<file path="src/rtl/dino_pkg.sv">
// Shared types and widths for the dino game blocks.
package dino_pkg;
  typedef enum logic [1:0] {
    IDLE = 2'd0,
    RUN  = 2'd1,
    OVER = 2'd2
  } state_t;

  localparam int BCD_W = 4;
  localparam int LVL_W = 3;
endpackage

</file>
<file path="src/rtl/game_scheduler_bcd_counter.sv">
// Multi-digit BCD counter: synchronous clear, increment enable, saturates at all-9s.
module bcd_counter
  import dino_pkg::*;
#(
  parameter int DIGITS = 4
) (
  input  logic                      clk,
  input  logic                      rst,
  input  logic                      clr_i,
  input  logic                      inc_i,
  output logic [DIGITS*BCD_W-1:0]   value_o,
  output logic                      max_flag_o
);
  logic [DIGITS-1:0][BCD_W-1:0] cnt_q, cnt_d;
  logic                         carry;

  always_comb begin
    max_flag_o = 1'b1;
    for (int i = 0; i < DIGITS; i++) max_flag_o &= (cnt_q[i] == 4'd9);
  end

  // Ripple the carry digit by digit; an increment at all-9s is dropped.
  always_comb begin
    cnt_d = cnt_q;
    carry = inc_i & ~max_flag_o;
    for (int i = 0; i < DIGITS; i++) begin
      if (carry) begin
        if (cnt_q[i] == 4'd9) begin
          cnt_d[i] = 4'd0;
        end else begin
          cnt_d[i] = cnt_q[i] + 4'd1;
          carry    = 1'b0;
        end
      end
    end
    if (clr_i) cnt_d = '0;
  end

  always_ff @(posedge clk or posedge rst) begin
    if (rst) cnt_q <= '0;
    else     cnt_q <= cnt_d;
  end

  assign value_o = cnt_q;
endmodule

</file>
<file path="src/rtl/game_scheduler.sv">
// Dino game sequencer: IDLE/RUN/OVER lifecycle, BCD score, speed level, restart strobe.
// Optional high-score tracking is enabled by defining GAME_HISCORE_EN.
module game_scheduler
  import dino_pkg::*;
#(
  parameter int SCORE_DIGITS     = 4,
  parameter int TICKS_PER_POINT  = 6,
  parameter int POINTS_PER_LEVEL = 100,
  parameter int MAX_LEVEL        = 7,
  parameter int OVER_HOLD_TICKS  = 60
) (
  input  logic                          clk,
  input  logic                          rst,
  input  logic                          game_tick,
  input  logic                          start_req,
  input  logic                          collision,
  output logic                          run_en,
  output logic                          restart,
  output logic                          game_over,
  output logic [1:0]                    state,
  output logic [LVL_W-1:0]              speed_level,
  output logic [SCORE_DIGITS*BCD_W-1:0] score,
  output logic [SCORE_DIGITS*BCD_W-1:0] hi_score
);
  localparam int TW = (TICKS_PER_POINT > 1)  ? $clog2(TICKS_PER_POINT)     : 1;
  localparam int PW = (POINTS_PER_LEVEL > 1) ? $clog2(POINTS_PER_LEVEL)    : 1;
  localparam int HW = (OVER_HOLD_TICKS > 0)  ? $clog2(OVER_HOLD_TICKS + 1) : 1;
  localparam logic [TW-1:0]    TICK_LAST = TW'(TICKS_PER_POINT - 1);
  localparam logic [PW-1:0]    PT_LAST   = PW'(POINTS_PER_LEVEL - 1);
  localparam logic [HW-1:0]    HOLD_MAX  = HW'(OVER_HOLD_TICKS);
  localparam logic [LVL_W-1:0] LVL_MAX   = LVL_W'(MAX_LEVEL);

  state_t           state_q;
  logic             run_en_q, restart_q, game_over_q;
  logic [TW-1:0]    tick_q;
  logic [PW-1:0]    pt_q;
  logic [HW-1:0]    hold_q;
  logic [LVL_W-1:0] level_q;
  logic             hold_done, start_acc, point_inc, score_max;

  // hold_q is the pre-tick count, so a same-cycle tick cannot unlock a start.
  assign hold_done = (hold_q == HOLD_MAX);
  assign start_acc = start_req && ((state_q == IDLE) || ((state_q == OVER) && hold_done));
  assign point_inc = (state_q == RUN) && game_tick && !collision && (tick_q == TICK_LAST);

  bcd_counter #(.DIGITS(SCORE_DIGITS)) u_score (
    .clk        (clk),
    .rst        (rst),
    .clr_i      (start_acc),
    .inc_i      (point_inc),
    .value_o    (score),
    .max_flag_o (score_max)
  );

  always_ff @(posedge clk or posedge rst) begin
    if (rst) begin
      state_q     <= IDLE;
      run_en_q    <= 1'b0;
      restart_q   <= 1'b0;
      game_over_q <= 1'b0;
      tick_q      <= '0;
      pt_q        <= '0;
      hold_q      <= '0;
      level_q     <= '0;
    end else begin
      restart_q <= 1'b0;
      if (start_acc) begin
        state_q     <= RUN;
        run_en_q    <= 1'b1;
        restart_q   <= 1'b1;
        game_over_q <= 1'b0;
        tick_q      <= '0;
        pt_q        <= '0;
        hold_q      <= '0;
        level_q     <= '0;
      end else begin
        case (state_q)
          RUN: if (game_tick) begin
            if (collision) begin
              state_q     <= OVER;
              run_en_q    <= 1'b0;
              game_over_q <= 1'b1;
            end else begin
              tick_q <= (tick_q == TICK_LAST) ? '0 : tick_q + 1'b1;
              if (point_inc && !score_max) begin
                if (pt_q == PT_LAST) begin
                  pt_q <= '0;
                  if (level_q != LVL_MAX) level_q <= level_q + 1'b1;
                end else begin
                  pt_q <= pt_q + 1'b1;
                end
              end
            end
          end
          OVER: if (game_tick && !hold_done) hold_q <= hold_q + 1'b1;
          default: ;
        endcase
      end
    end
  end

`ifdef GAME_HISCORE_EN
  logic [SCORE_DIGITS*BCD_W-1:0] hi_q;

  // Packed BCD orders the same as its decimal value, so a plain compare works.
  always_ff @(posedge clk or posedge rst) begin
    if (rst) hi_q <= '0;
    else if ((state_q == RUN) && game_tick && collision && (score > hi_q)) hi_q <= score;
  end
  assign hi_score = hi_q;
`else
  assign hi_score = '0;
`endif

  assign state       = state_q;
  assign run_en      = run_en_q;
  assign restart     = restart_q;
  assign game_over   = game_over_q;
  assign speed_level = level_q;
endmodule

</file>
<file path="config.mk">
export PLATFORM = sky130hd
export DESIGN_NAME = game_scheduler
export DESIGN_NICKNAME = d
export VERILOG_FILES = /design/src/rtl/dino_pkg.sv /design/src/rtl/game_scheduler_bcd_counter.sv /design/src/rtl/game_scheduler.sv
export SDC_FILE = /design/constraint.sdc
export NUM_CORES = 1
export LEC_CHECK = 0
export ABC_AREA = 1
export BUFFER_PORTS_ARGS = -buffer_cell sky130_fd_sc_hd__buf_4
export CORE_MARGIN = 2
export CORE_UTILIZATION = 25
export CTS_CLUSTER_SIZE = 12
export DETAILED_ROUTE_END_ITERATION = 8
export GPL_TIMING_DRIVEN = 0
export HOLD_SLACK_MARGIN = 0.06
export REMOVE_ABC_BUFFERS = 1
export SYNTH_ARGS = -nofsm -noshare
export SYNTH_HDL_FRONTEND = slang
export SYNTH_SLANG_ARGS = --single-unit
</file>
<file path="constraint.sdc">
create_clock -name clk -period 1.7 [get_ports clk]
set_clock_uncertainty 0.1 [all_clocks]
set_input_delay 0.17 -clock clk [delete_from_list [all_inputs] [get_ports clk]]
set_output_delay 0.17 -clock clk [all_outputs]
set_load 0.1 [all_outputs]
</file>
==> qor.yml <==
area_growth_pct: 36.5
critical_path.endpoint_type: "flop"
setup.worst_path.class: "reg -> reg"
synthSimpleGateAreaFrac_pct: 30.1
rsz0062_at_grt: "yes"
total_power_uw: 5590
portion_of_netlist_area_occupied_by_mux_cells_pct: 0
cellInternalPower_uw: 2520
nets: 394
netlist.area_leader.share_pct: 38.5
synth_seq_cells: 38
power.static_leakage_uw: 0.00166
post-route-period-util_pct: 99.6
power.clock.fraction_pct: 11.8
drv_slew: 0
global_route.usage.met2_pct: 19.0
cap_viol_max_count: 0
timing.final.crit_period_ns: 1.69
groute.layer.met1.usage_pct: 13.8
tightest_slew_ns: 0.825
clkSlewWorstSetupHoldPaths_ns: 0.08
power.combinational.fraction_pct: 62.3
cts_made_buffers: 5
netlist_area_sq_um: 2470
power.share.sequential_pct: 25.8
relSlewSlack_pct: 44.9
cp_data_required_time_ns: 1.82
fmax_achieved_mhz: 590
critPathMaxFanout: 12
post_layout_nonfiller_instances: 510
setup.worst_path.start_class: "flop"
layout_common_cells: "sky130_fd_sc_hd__nand2_1, sky130_fd_sc_hd__buf_4, sky130_fd_sc_hd__dfrtp_1, sky130_fd_sc_hd__inv_1, sky130_fd_sc_hd__nor2_1"
synth_seq_area_share_pct: 38.5
htree_levels: 2
synth-adder-area-share_pct: 6.58
grt_overflow_total: 0
met3_usage_pct: 2.62
wl_per_cell_um: 11.6
drtPass1Iterations: 4
synth-compound-area-share_pct: 6.18
globalRoute.busiestLayer: "met2"
cts_tree: "done"
place_hpwl_um: 3480
floorplan.die.width_um: 103
io_pins: 45
worst_skew_pair.late_latency_ns: 0.29
grt_antenna_before_repair: 0
run_status: "finished clean"
utilization_pct: 34.8
wire_length_of_the_first_global_routing_pass_um: 9390
fillers: 986
irDropWorstVdd_mv: 0.711
drt_drc_violations_left: 0
yosys_warnings: 0
worst_hold_slack_ns: 0.165
netSwitchingFraction_pct: 54.8
core_sq_um: 9680
largest_net_degree_at_the_start_of_global_routing: 39
final_antenna_net_count: 0
rows: 36
cts_num_sinks: 38
synth_top_family_by_area: "simple AND/OR/NAND/NOR gates"
drt-total-wl_um: 5910
vias_per_cell: 4.25
vias_post_dr: 2165
die_h_um: 103
insertedDiodeCount: 0
async_reset_ff_share_pct: 100
synth_cell_types: 29
setup_viol: 0
place_congestion: 0.817
gr-usage-all-layers_pct: 11.1
hold_violations: 0
initial_core_util_pct: 25.5
cts-root-to-sink-buffers: 2
synth_ff_type: "sky130_fd_sc_hd__dfrtp_1"
io_buffer_count: 28
first_global_vias: 1992
power_density_nw_per_um2: 1660
layout.cells.most_common: "sky130_fd_sc_hd__nand2_1"
synth_top_cells_by_area: "sky130_fd_sc_hd__dfrtp_1, sky130_fd_sc_hd__nand2_1, sky130_fd_sc_hd__nand3_1"
placedCellCount: 470
worstHoldPathType: "in -> reg"
psw_uw: 3060
avgSynthCellArea_sq_um: 7.77
detail_route.iter0.violations: 91
synth_largest_area_cell: "sky130_fd_sc_hd__dfrtp_1"
post_route_cells_drive_above_1_share_pct: 31.0
synth_enable_flop_cells: 0
cts.root.buffer_cell: "sky130_fd_sc_hd__clkbuf_8"
synth-xor-area-share_pct: 4.25
critPathArrivalTime_ns: 1.81
dieArea_sq_um: 10700
netlist_instances: 318
## state kept, by name, indices dropped and copies added (netlist names)
name / count
restart: 1
speed_level: 3
hold_q: 6
state: 2
tick_q: 3
pt_q: 7
u_score.value_o: 16
## cells in the mapped netlist, types with 4 or more instances
cell	count
sky130_fd_sc_hd__nand3_1	36
sky130_fd_sc_hd__nand3b_1	5
sky130_fd_sc_hd__dfrtp_1	38
sky130_fd_sc_hd__nand2_2	4
sky130_fd_sc_hd__o21ai_2	4
sky130_fd_sc_hd__nand4_1	4
sky130_fd_sc_hd__nor2_1	33
sky130_fd_sc_hd__inv_1	37
sky130_fd_sc_hd__nand2_1	75
sky130_fd_sc_hd__o21ai_0	17
sky130_fd_sc_hd__xor2_1	9
sky130_fd_sc_hd__ha_1	13
sky130_fd_sc_hd__buf_4	18
sky130_fd_sc_hd__buf_6	5
## critical path, cell delays in order, from the launching register on
cell,delay (ns)
sky130_fd_sc_hd__dfrtp_1,0.52
sky130_fd_sc_hd__ha_4,0.20
sky130_fd_sc_hd__nand3_4,0.13
sky130_fd_sc_hd__nor2_2,0.14
sky130_fd_sc_hd__nand2_2,0.10
sky130_fd_sc_hd__nand2_4,0.13
sky130_fd_sc_hd__nand2_8,0.09
sky130_fd_sc_hd__inv_8,0.10
sky130_fd_sc_hd__nand2_1,0.05
sky130_fd_sc_hd__o21ai_1,0.07
## per-layer routing
| metal | wire length [um] | vias to the layer above |
|---|---|---|
| met4 | 102 | 0 |
| met1 | 2480 | 1018 |
| li1 | - | 1097 |
| met5 | 0 | - |
| met2 | 3080 | 40 |
| met3 | 241 | 10 |
## repair_timing
action / CTS / global route
gates cloned: 4 / 3
gates resized for setup: 31 / 48
endpoints found under the hold margin: 38 / 0
pin swaps: 5 / 17
buffers inserted: 11 / 13
endpoints found under the setup margin: 38 / 34
hold buffers: 1 / 0
## layout make-up
| cell class | instances | area, sq um | share of cell area, % |
|---|---|---|---|
| Multi-Input combinational cell | 238 | 1540 | 45.7 |
| Sequential cell | 38 | 956 | 28.3 |
| Timing Repair Buffer | 53 | 439 | 13.0 |
| Inverter | 40 | 174 | 5.16 |
| Tap cell | 133 | 166 | 4.94 |
| Clock buffer | 6 | 82.6 | 2.45 |
| Clock inverter | 2 | 12.5 | 0.371 |
## worst paths after layout
kind,startpoint,end,slack (ns),depth (start not counted)
min,collision,state[0]$_DFFE_PP0P_,0.16,4
min reg2reg,pt_q[5]$_DFFE_PP0P_,pt_q[5]$_DFFE_PP0P_,0.41,2
max reg2reg,u_score.value_o[8]$_DFFE_PP0P_,pt_q[2]$_DFFE_PP0P_,0.006,9
min in group asynchronous,rst,u_score.value_o[9]$_DFFE_PP0P_,0.51,3
max,u_score.value_o[8]$_DFFE_PP0P_,pt_q[2]$_DFFE_PP0P_,0.006,9
max in group asynchronous,rst,u_score.value_o[0]$_DFFE_PP0P_,0.41,3
## power groups by stage
stage / Clock, uW / Combinational, uW / Sequential (uW)
2_1_floorplan: 0 / 1020 / 2550
3_3_place_gp: 0 / 2590 / 1460
3_5_place_dp: 0 / 2620 / 1480
4_1_cts: 685 / 3080 / 1460
5_1_grt: 721 / 3740 / 1490
6_report: 662 / 3480 / 1440
## kinds of logic (layout without fill, tap and decap cells)
group	count (synthesis)	count (layout)
other cells	1	16
fa+ha+maj	13	13
xor+xnor	12	12
buf+inv	64	101
simple gates	165	171
compound gates	25	26
flops	38	38
## metrics by stage
| step | worst slack [ns] | area [sq um] | TNS [ns] |
|---|---|---|---|
| floorplan | -1.13 | 2330 | -39.80 |
| global placement | -0.502 | 2710 | -17.55 |
| global route | -0.0962 | 3370 | -1.27 |
| detailed placement | -0.507 | 2710 | -15.30 |
| finish | 0.00598 | 3370 | 0 |
| CTS | -0.0340 | 3080 | -0.440 |
Note: power is estimated with default switching activity, not from simulation.
